===== src/rtl/cambricon_tile_scheduler_pkg.sv =====
// ---------------------------------------------------------------------------
// cambricon_sched_pkg
//   Shared types and constants for the tile scheduler.
//   state_t        : scheduler FSM states
//   OUTLIER_CNT_W  : width of the per-job outlier counter
//   sat_inc()      : saturating increment for the outlier counter
// ---------------------------------------------------------------------------
package cambricon_sched_pkg;

    typedef enum logic [2:0] {
        IDLE     = 3'd0,
        LOAD     = 3'd1,
        COMPUTE  = 3'd2,
        DISPATCH = 3'd3,
        FINISH   = 3'd4
    } state_t;

    localparam int OUTLIER_CNT_W = 16;

    // Counter sticks at all-ones rather than wrapping back to zero.
    function automatic logic [OUTLIER_CNT_W-1:0] sat_inc(
        input logic [OUTLIER_CNT_W-1:0] v
    );
        return (&v) ? v : v + 1'b1;
    endfunction

endpackage


===== src/rtl/cambricon_tile_scheduler_lsb_index_enc.sv =====
// ---------------------------------------------------------------------------
// lsb_index_enc
//   Combinational lowest-set-bit encoder.
//   i_vec  in  INPUT_SIZE  bit vector to scan
//   o_idx  out IDX_W       index of the lowest set bit (0 when i_vec == 0)
//   o_any  out 1           any bit of i_vec set
// ---------------------------------------------------------------------------
module lsb_index_enc #(
    parameter  int INPUT_SIZE = 128,
    localparam int IDX_W      = $clog2(INPUT_SIZE)
) (
    input  logic [INPUT_SIZE-1:0] i_vec,
    output logic [IDX_W-1:0]      o_idx,
    output logic                  o_any
);

    // Scan from the top down so the last hit (the lowest index) wins.
    always_comb begin
        o_idx = '0;
        for (int k = INPUT_SIZE - 1; k >= 0; k--) begin
            if (i_vec[k]) begin
                o_idx = IDX_W'(k);
            end
        end
    end

    assign o_any = |i_vec;

endmodule


===== src/rtl/cambricon_tile_scheduler.sv =====
// ---------------------------------------------------------------------------
// cambricon_tile_scheduler
//   Walks a job of num_tiles tiles through load -> PE compute -> outlier
//   dispatch.  For every tile the PE overflow bitmap is latched and each set
//   bit is handed to the SFU, lowest index first, one per handshake.
//
//   clk, rst             clock; synchronous active-high reset
//   start, num_tiles     job start pulse (IDLE only) and tile count
//   busy, done, error    job status; error is a sticky PE timeout flag
//   ld_req/ld_tile/ld_done           operand loader handshake
//   pe_start/pe_done/pe_outliers     PE array start and result bitmap
//   sfu_valid/sfu_ready/sfu_idx/sfu_tile   outlier dispatch (valid/ready)
//   outlier_cnt          saturating count of outliers dispatched this job
// ---------------------------------------------------------------------------
module cambricon_tile_scheduler
    import cambricon_sched_pkg::*;
#(
    parameter  int INPUT_SIZE = 128,
    parameter  int TILE_W     = 8,
    parameter  int PE_TIMEOUT = 1024,
    localparam int IDX_W      = $clog2(INPUT_SIZE)
) (
    input  logic                     clk,
    input  logic                     rst,
    // host command
    input  logic                     start,
    input  logic [TILE_W-1:0]        num_tiles,
    output logic                     busy,
    output logic                     done,
    output logic                     error,
    // operand loader
    output logic                     ld_req,
    output logic [TILE_W-1:0]        ld_tile,
    input  logic                     ld_done,
    // PE array
    output logic                     pe_start,
    input  logic                     pe_done,
    input  logic [INPUT_SIZE-1:0]    pe_outliers,
    // SFU dispatch
    output logic                     sfu_valid,
    input  logic                     sfu_ready,
    output logic [IDX_W-1:0]         sfu_idx,
    output logic [TILE_W-1:0]        sfu_tile,
    output logic [OUTLIER_CNT_W-1:0] outlier_cnt
);

    localparam int TMR_W = (PE_TIMEOUT > 1) ? $clog2(PE_TIMEOUT) : 1;

    state_t                   r_state;
    state_t                   w_next;
    logic [TILE_W-1:0]        r_num;
    logic [TILE_W-1:0]        r_tile;
    logic [TMR_W-1:0]         r_tmr;
    logic [INPUT_SIZE-1:0]    r_mask;
    logic                     r_error;
    logic [OUTLIER_CNT_W-1:0] r_cnt;

    logic [IDX_W-1:0]         w_idx;
    logic                     w_any;
    logic                     w_last;
    logic                     w_tmo;

    lsb_index_enc #(
        .INPUT_SIZE (INPUT_SIZE)
    ) u_enc (
        .i_vec (r_mask),
        .o_idx (w_idx),
        .o_any (w_any)
    );

    // r_num is never zero outside IDLE/FINISH, so the subtract cannot wrap
    // while the comparison matters.
    assign w_last = (r_tile == r_num - 1'b1);
    assign w_tmo  = (r_tmr == TMR_W'(PE_TIMEOUT - 1));

    // ---------------- next state ----------------
    always_comb begin
        w_next = r_state;
        unique case (r_state)
            IDLE: begin
                if (start) begin
                    w_next = (num_tiles == '0) ? FINISH : LOAD;
                end
            end
            LOAD: begin
                if (ld_done) begin
                    w_next = COMPUTE;
                end
            end
            COMPUTE: begin
                if (pe_done) begin
                    w_next = DISPATCH;
                end else if (w_tmo) begin
                    w_next = FINISH;
                end
            end
            DISPATCH: begin
                if (!w_any) begin
                    w_next = w_last ? FINISH : LOAD;
                end
            end
            FINISH: begin
                w_next = IDLE;
            end
            default: begin
                w_next = IDLE;
            end
        endcase
    end

    // ---------------- outputs (decoded from registered state) ----------------
    always_comb begin
        busy        = (r_state == LOAD) || (r_state == COMPUTE) || (r_state == DISPATCH);
        done        = (r_state == FINISH);
        error       = r_error;
        ld_req      = (r_state == LOAD);
        ld_tile     = r_tile;
        // Timer is held at zero outside COMPUTE, so zero here marks the entry cycle.
        pe_start    = (r_state == COMPUTE) && (r_tmr == '0);
        sfu_valid   = (r_state == DISPATCH) && w_any;
        sfu_idx     = w_idx;
        sfu_tile    = r_tile;
        outlier_cnt = r_cnt;
    end

    // ---------------- state and datapath ----------------
    always_ff @(posedge clk) begin
        if (rst) begin
            r_state <= IDLE;
            r_num   <= '0;
            r_tile  <= '0;
            r_tmr   <= '0;
            r_mask  <= '0;
            r_error <= 1'b0;
            r_cnt   <= '0;
        end else begin
            r_state <= w_next;

            if (r_state == COMPUTE) begin
                r_tmr <= r_tmr + 1'b1;
            end else begin
                r_tmr <= '0;
            end

            unique case (r_state)
                IDLE: begin
                    if (start) begin
                        r_num   <= num_tiles;
                        r_tile  <= '0;
                        r_error <= 1'b0;
                        r_cnt   <= '0;
                    end
                end
                COMPUTE: begin
                    if (pe_done) begin
                        r_mask <= pe_outliers;
                    end else if (w_tmo) begin
                        r_error <= 1'b1;
                    end
                end
                DISPATCH: begin
                    if (w_any) begin
                        if (sfu_ready) begin
                            // x & (x-1) drops exactly the lowest set bit,
                            // which is the index currently presented.
                            r_mask <= r_mask & (r_mask - 1'b1);
                            r_cnt  <= sat_inc(r_cnt);
                        end
                    end else if (!w_last) begin
                        r_tile <= r_tile + 1'b1;
                    end
                end
                default: begin
                end
            endcase
        end
    end

endmodule


===== config.mk =====
export PLATFORM = sky130hd
export DESIGN_NAME = cambricon_tile_scheduler
export DESIGN_NICKNAME = d
export VERILOG_FILES = /design/src/rtl/cambricon_tile_scheduler_pkg.sv /design/src/rtl/cambricon_tile_scheduler_lsb_index_enc.sv /design/src/rtl/cambricon_tile_scheduler.sv
export SDC_FILE = /design/constraint.sdc
export NUM_CORES = 1
export LEC_CHECK = 0
export ABC_AREA = 1
export CORE_MARGIN = 8
export CORE_UTILIZATION = 50
export DETAILED_ROUTE_END_ITERATION = 7
export GPL_ROUTABILITY_DRIVEN = 0
export MAX_ROUTING_LAYER = met4
export PLACE_DENSITY = 0.79
export SLEW_MARGIN = 40
export SYNTH_ARGS = -nofsm -noshare
export SYNTH_HDL_FRONTEND = slang
export SYNTH_SLANG_ARGS = --single-unit

===== constraint.sdc =====
create_clock -name clk -period 8.04 [get_ports clk]
set_clock_uncertainty 0.05 [all_clocks]
set_input_delay 2.01 -clock clk [delete_from_list [all_inputs] [get_ports clk]]
set_output_delay 2.01 -clock clk [all_outputs]
set_load 0.05 [all_outputs]

## Yosys cells after proc, flatten, opt, wreduce, memory -nomap -nowiden

Cells that the tools add are included.

| storage, ports and cells | value |
|---|---|
| memory bits (read-only) | 0 |
| bits in latches | 0 |
| bits of input ports | 142 |
| memory bits (writable) | 0 |
| output and inout bits | 45 |
| memories | 0 |
| logic and storage cells | 203 |
| flip-flop bits (word level) | 174 |

| cells by class | value |
|---|---|
| multiply operators | 0 |
| bitwise operators | 2 |
| divide/modulo/power cells | 0 |
| eq/ne operators | 17 |
| reduce and logical (&&, ||, !) cells | 19 |
| shifts and indexed selects | 0 |
| add/subtract/negate cells | 5 |
| $lt $le $gt $ge | 0 |
| multiplexer cells | 153 |

Operators by type and width:

| kind | count |
|---|---|
| $mux 7 | 128 |
| $mux 128 | 3 |
| $pmux 128 s2 | 1 |
| $and 128x128->128 | 1 |
| $reduce_or 128->1 | 1 |
| $sub 128x1->128 const B | 1 |
| $mux 16 | 4 |
| $pmux 16 s2 | 1 |
| $mux 8 | 3 |
| $mux 3 | 7 |
| $ne 2x2->1 const B | 9 |
| $add 16x1->16 const B | 1 |
| $pmux 8 s2 | 1 |
| $reduce_and 16->1 | 1 |
| $reduce_and 4->1 | 4 |
| $pmux 3 s4 | 1 |
| $add 10x1->10 const B | 1 |
| $eq 10x10->1 const B | 1 |
| $logic_not 10->1 | 1 |
| $add 8x1->8 const B | 1 |
| $eq 8x8->1 | 1 |
| $logic_not 8->1 | 1 |
| $sub 8x1->8 const B | 1 |
| $eq 3x2->1 const B | 2 |
| other kinds (14) | 20 |

## Depth between registers and ports, before layout

Gate-level depths: netlist of run 1.

| logic depth | value |
|---|---|
| depth after elaboration | 128 |
| gate-level depth with buffers | 127 |
| depth with buffers taken out | 127 |

## By module

Synthesis of run 1 repeated with hierarchy kept, for this count alone.

| second synthesis, totals | value |
|---|---|
| cell total of the unflattened synthesis | 2,356 |
| area, all modules | 12,897.4 um2 |

By module, submodules not included:

| module | sequential area each (um2) | area an instance (um2) | instances | cells each |
|---|---|---|---|---|
| cambricon_tile_scheduler | 3,483.3 | 10,929.2 | 1 | 1,878 |
| lsb_index_enc | 0.0 | 1,968.1 | 1 | 478 |

## Worst setup path before layout of run 1

OpenSTA, ideal clock, no wires.

| path | value |
|---|---|
| kind | register to output |
| start point | reg r_mask[126] |
| end point | out sfu_idx[0] |
| required time | 5.980 ns |
| cell stages (with the launch flop) | 128 |
| buffers on the path | 0 |
| arrival time | 6.068 ns |
| slack | -0.088 ns |
| path through | dfxtp_1 inv_1 nand2_1 nand2_1 nand2_1 nand2_1 nand2_1 nand2_1 nand2_1 nand2_1 nand2_1 nand2_1 nand2_1 nand2_1 nand2_1 nand2_1 nand2_1 nand2_1 [... 92 more ...] nand2_1 nand2_1 nand2_1 nand2_1 nand2_1 nand2_1 nand2_1 nand2_1 nand2_1 nand2_1 nand2_1 nand2_1 nand2_1 nand2_1 nand2_1 nand2_1 nand2_1 a21oi_2 |

| on the way | value |
|---|---|
| word-level cells in the longest chain between the ends | 127 |

RTL lines:

| what | line | source |
|---|---|---|
| from (decl) | cambricon_tile_scheduler.sv:54 | `logic [INPUT_SIZE-1:0] r_mask;` |
| from (signal assigned) | cambricon_tile_scheduler.sv:156 | `r_mask <= pe_outliers;` |
| from (signal assigned) | cambricon_tile_scheduler.sv:166 | `r_mask <= r_mask & (r_mask - 1'b1);` |
| $mux 7 (127 in a row) | cambricon_tile_scheduler_lsb_index_enc.sv:21 | `if (i_vec[k]) begin` |
| to (decl) | cambricon_tile_scheduler.sv:42 | `output logic [IDX_W-1:0] sfu_idx,` |

Every way passes these cells.

## Worst setup path after layout of run 1

Ends and elaborated chain as after synthesis.

==> qor.txt, run 1 <==
Status = finished with violations
Failing checks = negative setup slack
Hold Crit Start = r_tmr[0]
Highest-delay cell along the critical path = dfxtp_2
Iteration-0 DRC Markers = 1,653
Top-count cell post-synth = inv_1
M1 GR Usage = 0.3316
Synth Instances = 2,073
Placed Cells = 2,528
Worst-Margin Slew = 856.8 ps
Final core occ = 0.6277
Maximum VDD drop = 0.3193 mV
Kind of critical path = flip-flop to primary output
Final setup vio count = 1
Worst R2R End = outlier_cnt[15]
Asr flop ratio synth = 0
# IOs = 187
Data arrival, critical path = 7120 ps
Clock root buffer = clkbuf_16
DIE WIDTH = 171.0 um
Yosys cell types = 35
Critical Path RT = 5980 ps
Power per cell area = 359.8 nW/um2
Row count = 56
Total congestion overflow = 0
Core ar. = 23,540 um2
DRT antenna net count = 0
Via/cell ratio = 5.212
Post-synth EDFFs = 0
Syn Area/Cell = 5.798 um2
CTS buffer count = 17
Initial Utilization = 0.5105
Initial antenna violation count = 1
Relative slew slack = 0.4228
DP HPWL = 29,100 um
Reg2reg start = r_mask[6]
Overall Power = 5318 uW
Pleak = 0.007479 uW
Hold endpoint = r_tmr[0]
Cell mode on critical path = nand2_1
CTS tree = yes
Area Overhead vs Synth = 22.95%
Count of final hold-check violations = 0
DR pass1 iterations = 6
RSZ-0062 raised after global routing = yes
Grt peak-use layer = met2
Synthesized area = 12,020 um2
Synth top area cells = dfxtp_1, inv_1, nor2_1, nand2_1, a21oi_1
Vias in the first global route = 12,440
First-pass GRT wire length = 61,020 um
Cell taking the most area after synthesis = dfxtp_1
Crit-path max cell delay = 320 ps
Post-CTS Setup Bufs = 0
Final net count = 2,375
GR Util met3 = 0.04632
Routed vias = 13,350
Setup TNS = -1142 ps
R2R cell count = 32
WL/cell = 14.85 um
Worst Hold Depth = 1
Seq/Total Area, Yosys = 0.2898
Crit path max fanout = 2
Mapped Nets = 2,220
Wirelength, routed = 38,020 um
Tightest Hold Check Type = flip-flop to flip-flop
CTS Sinks = 174
Pin count of the biggest net entering global routing = 133
Max-cap viol count = 0
Die area = 29,250 um2
Fin cells = 2,561
Hold buffers post-CTS = 0
Share of cells above drive strength 1 = 0.05042
Dpl cell area = 14,190 um2
CTS Buffer Depth = 2
Max-slew violations = 0
Setup crit end kind = primary output
Warnings from Yosys = 0
Worst skew pair latency = 450 ps
Top-area cell type share of the netlist area = 0.2898
Period utilisation layout = 1.142
Fmax = 0.1089 GHz
Design area = 14,780 um2
Tmin final = 9182 ps
Commonest cells in the netlist = inv_1, nor2_1, nand2_1, a21oi_1, dfxtp_1
H-Tree Level Count = 4
Total track usage = 0.2628
Post-route worst setup slack = -1142 ps
Clock slew at reported path FFs = 80 ps
Synth Flop Type = dfxtp_1
Flops & latches, synth = 174
# port buffers = 186
Residual DRC = 0
Critical Path Source Type = flip-flop
Die height = 171.0 um
R2R Setup Slk = 2640 ps
GRT met2 Usage = 0.4140
==> layer usage <==
metal,part of all wire,routed length (um)
met3,0.074,2823
met5,0,0
met2,0.46,17460
met4,0.032,1226
met1,0.43,16510
==> layout by cell type, fill, tap and decap left out, types with 18 or more instances in the layout <==
master,instances
dfxtp_1,173
nand2_1,286
clkdlybuf4s50_1,183
nand3_1,138
a21oi_1,199
buf_4,23
a31oi_1,20
nor2_1,417
or2_2,26
nor3_1,44
inv_1,442
bufinv_8,18
o21ai_0,133
==> cell type report <==
type | instances | area (um2)
fillers | 2263 | 8765
multi-input cells | 1362 | 6274
flip-flops and latches | 174 | 3485
repair buffers | 209 | 2047
inverters | 464 | 1997
clock buffers | 17 | 425.4
well taps | 319 | 399.1
clock inverters | 15 | 148.9
diodes | 1 | 2.502
==> stage by stage <==
| step | hold slack (ps) | setup slack, ps |
|---|---|---|
| after detailed placement | 389.3 | -662.5 |
| after global placement | 379.6 | -566.1 |
| final | 396.0 | -1142 |
| after floorplan | 367.3 | 52.49 |
| after CTS | 402.1 | -1170 |
| after global routing | 421.6 | -2621 |
==> report_power, final <==
part           switching (uW)  internal, uW
registers                 102           972
clock network             406           413
logic                    2290          1130
==> sequential cells by signal (all words and copies together) (netlist names) <==
signal / count
outlier_cnt: 16
ld_tile: 8
r_tmr: 10
r_state: 3
r_num: 8
r_mask: 128
error: 1
==> repair_timing <==
item / CTS / global route
pin swaps: 0 / 1
resized for setup: 2 / 11
endpoints found under the setup margin: 2 / 2
==> worst max-delay path by stage <==
stage / start / cells after the start / to
3_5_place_dp: r_mask[126] / 128 / sfu_idx[0]
3_3_place_gp: r_mask[126] / 128 / sfu_idx[0]
2_1_floorplan: r_mask[126] / 127 / sfu_idx[0]
5_1_grt: r_mask[126] / 128 / sfu_idx[0]
6_report: r_mask[126] / 128 / sfu_idx[0]
4_1_cts: r_mask[126] / 128 / sfu_idx[0]
==> worst max-delay path: cells and delay by family (launching register included) <==
family	cells	cell delay, ps
simple gates	125	5990
flops	1	320
buf+inv	2	200
compound gates	1	170
==> logic make-up after synthesis <==
kind of cell,synth area share
fa+ha+maj,0.005205
flops,0.2898
xor+xnor,0.009473
buf+inv,0.1908
simple gates,0.3301
compound gates,0.1746
Note: power is estimated with default switching activity, not from simulation.
==> run 2: changes to the inputs <==
--- a/config.mk
+++ b/config.mk
@@ -8,8 +8,10 @@
 export ABC_AREA = 1
 export CORE_MARGIN = 8
 export CORE_UTILIZATION = 50
+export CTS_BUF_LIST = sky130_fd_sc_hd__clkbuf_8
 export DETAILED_ROUTE_END_ITERATION = 7
 export GPL_ROUTABILITY_DRIVEN = 0
+export HOLD_SLACK_MARGIN = 0.15
 export MAX_ROUTING_LAYER = met4
 export PLACE_DENSITY = 0.79
 export SLEW_MARGIN = 40
==> run 2 against run 1 <==
- sequential power about the same
- first-iteration DRC count is 12% lower
- cell area down 1.3%
- the flow still finishes with violations (negative setup slack)
==> qor.txt, run 2 (synthesized netlist as in run 1, its figures left out) <==
Total track usage = 0.2610 (-0.001805)
Post-route worst setup slack = -1186 ps (-44.30 ps)
H-Tree Level Count = 4 (unchanged)
Die height = 171.0 um (unchanged)
DP HPWL = 29,100 um (unchanged)
Data arrival, critical path = 7170 ps (+50 ps)
CTS tree = yes
Clock root buffer = clkbuf_8
Highest-delay cell along the critical path = dfxtp_2
R2R cell count = 32 (unchanged)
Critical Path RT = 5980 ps (about the same)
Period utilisation layout = 1.148 (+0.005510)
Residual DRC = 0 (unchanged)
WL/cell = 14.78 um (-0.44%)
Crit path from = r_mask[126]
Design area = 14,590 um2 (-1.3%)
Die area = 29,250 um2 (unchanged)
# port buffers = 186 (unchanged)
Kind of critical path = flip-flop to primary output
Failing checks = negative setup slack
Initial Utilization = 0.5105 (unchanged)
Relative slew slack = 0.4187 (-0.004062)
Maximum VDD drop = 0.3184 mV (-0.29%)
Dpl cell area = 14,190 um2 (unchanged)
Row count = 56 (unchanged)
Total congestion overflow = 0 (unchanged)
Hold Crit Start = r_tmr[0]
Vias in the first global route = 12,320 (-0.96%)
RSZ-0062 raised after global routing = yes
Placed Cells = 2,528 (unchanged)
Count of final hold-check violations = 0 (unchanged)
Setup crit end kind = primary output
Share of cells above drive strength 1 = 0.05042 (unchanged)
Final setup vio count = 1 (unchanged)
Worst setup endpoint = sfu_idx[0]
CTS buffer count = 17 (unchanged)
Routed vias = 13,370 (+0.18%)
Setup TNS = -1186 ps (-44.30 ps)
First-pass GRT wire length = 60,620 um (-0.66%)
Pleak = 0.007392 uW (-1.2%)
Cell mode on critical path = nand2_1
CTS Sinks = 174 (unchanged)
Post-CTS Setup Bufs = 0 (unchanged)
Area Overhead vs Synth = 21.36%
Initial antenna violation count = 1 (unchanged)
Pin count of the biggest net entering global routing = 133 (unchanged)
Fmax = 0.1084 GHz (-0.48%)
Status = finished with violations
Final net count = 2,375 (unchanged)
Worst R2R End = outlier_cnt[15]
# IOs = 187 (unchanged)
R2R Setup Slk = 2680 ps (+40 ps)
Final core occ = 0.6196 (-0.008131)
Iteration-0 DRC Markers = 1,456 (-12%)
Hold buffers post-CTS = 0 (unchanged)
Clock slew at reported path FFs = 110 ps (+30 ps)
Fin cells = 2,561 (unchanged)
Max-slew violations = 0 (unchanged)
DRT antenna net count = 0 (unchanged)
Reg2reg start = r_mask[6]
Core ar. = 23,540 um2 (unchanged)
Tmin final = 9226 ps (+44.30 ps)
Commonest cells after routing, fill and taps aside = inv_1, nor2_1, nand2_1
Overall Power = 5107 uW (-4.0%)
DR pass1 iterations = 7 (+1)
Commonest non-fill, non-tap cell in the layout = inv_1
Crit path max fanout = 2 (unchanged)
Max FFs per register = 128 (unchanged)
Tightest Hold Check Type = flip-flop to flip-flop
Worst-Margin Slew = 862.8 ps (+6.029 ps)
Wirelength, routed = 37,860 um (-0.44%)
Critical Path Source Type = flip-flop
CTS Buffer Depth = 2 (unchanged)
Max-cap viol count = 0 (unchanged)
Worst skew pair latency = 490 ps (+40 ps)
Power per cell area = 350.1 nW/um2 (-2.7%)
Crit-path max cell delay = 340 ps (+20 ps)
DIE WIDTH = 171.0 um (unchanged)
Via/cell ratio = 5.221 (+0.18%)
Top reg by flops = r_mask
run 2: cell counts in the layout (fill, tap and decap cells not counted):
No cell type changed its count.
run 2: layer usage:
metal	track usage	share of wire	up-vias
li1	-	-	6750
met1	0.3306	0.43	5941
met2	0.4100	0.46	578
met3	0.04632	0.079	103
met4	0.09868	0.032	0
met5	-	0	-
run 2: how the worst min path moves through the flow:
stage	cells past startpoint	end	slack (ps)
2_1_floorplan	1	r_tmr[0]	370
3_3_place_gp	1	r_tmr[0]	380
3_5_place_dp	1	r_tmr[0]	390
4_1_cts	1	r_tmr[0]	410
5_1_grt	1	r_tmr[0]	430
6_report	1	r_tmr[0]	400
run 2: metrics by stage:
step / hold WS (ps) / setup slack [ps]
after global placement: 379.6 / -566.1
after global routing: 429.4 / -2665
after detailed placement: 389.3 / -662.5
after CTS: 407.6 / -1225
after floorplan: 367.3 / 52.49
final: 400.3 / -1186
run 2: cell type report:
class                           count  area (um2)
Antenna cell                        1       2.502
Clock buffer                       17       234.0
Clock inverter                     15       148.9
Fill cell                        2313        8956
Inverter                          464        1997
Multi-Input combinational cell   1362        6274
Sequential cell                   174        3485
Tap cell                          319       399.1
Timing Repair Buffer              209        2047
run 2: timing repair:
item / in CTS / in global routing
setup endpoints to repair: 2 / 2
hold endpoints to repair: 0 / 0
gates resized for setup: 1 / 13
cloned: 0 / 0
pin swaps: 0 / 1
run 2: power by group:
part	switching, uW	total, uW	internal (uW)
clock	380	611	231
combinational	2290	3420	1130
sequential	102	1070	972
total	2770	5110	2330
run 2: worst max-delay path: cells and delay by family (launching register included):
family	cells	cell delay (ps)
buffers and inverters	2	200
AOI/OAI and AO/OA	1	170
and+or+nand+nor	125	5950
DFF	1	340
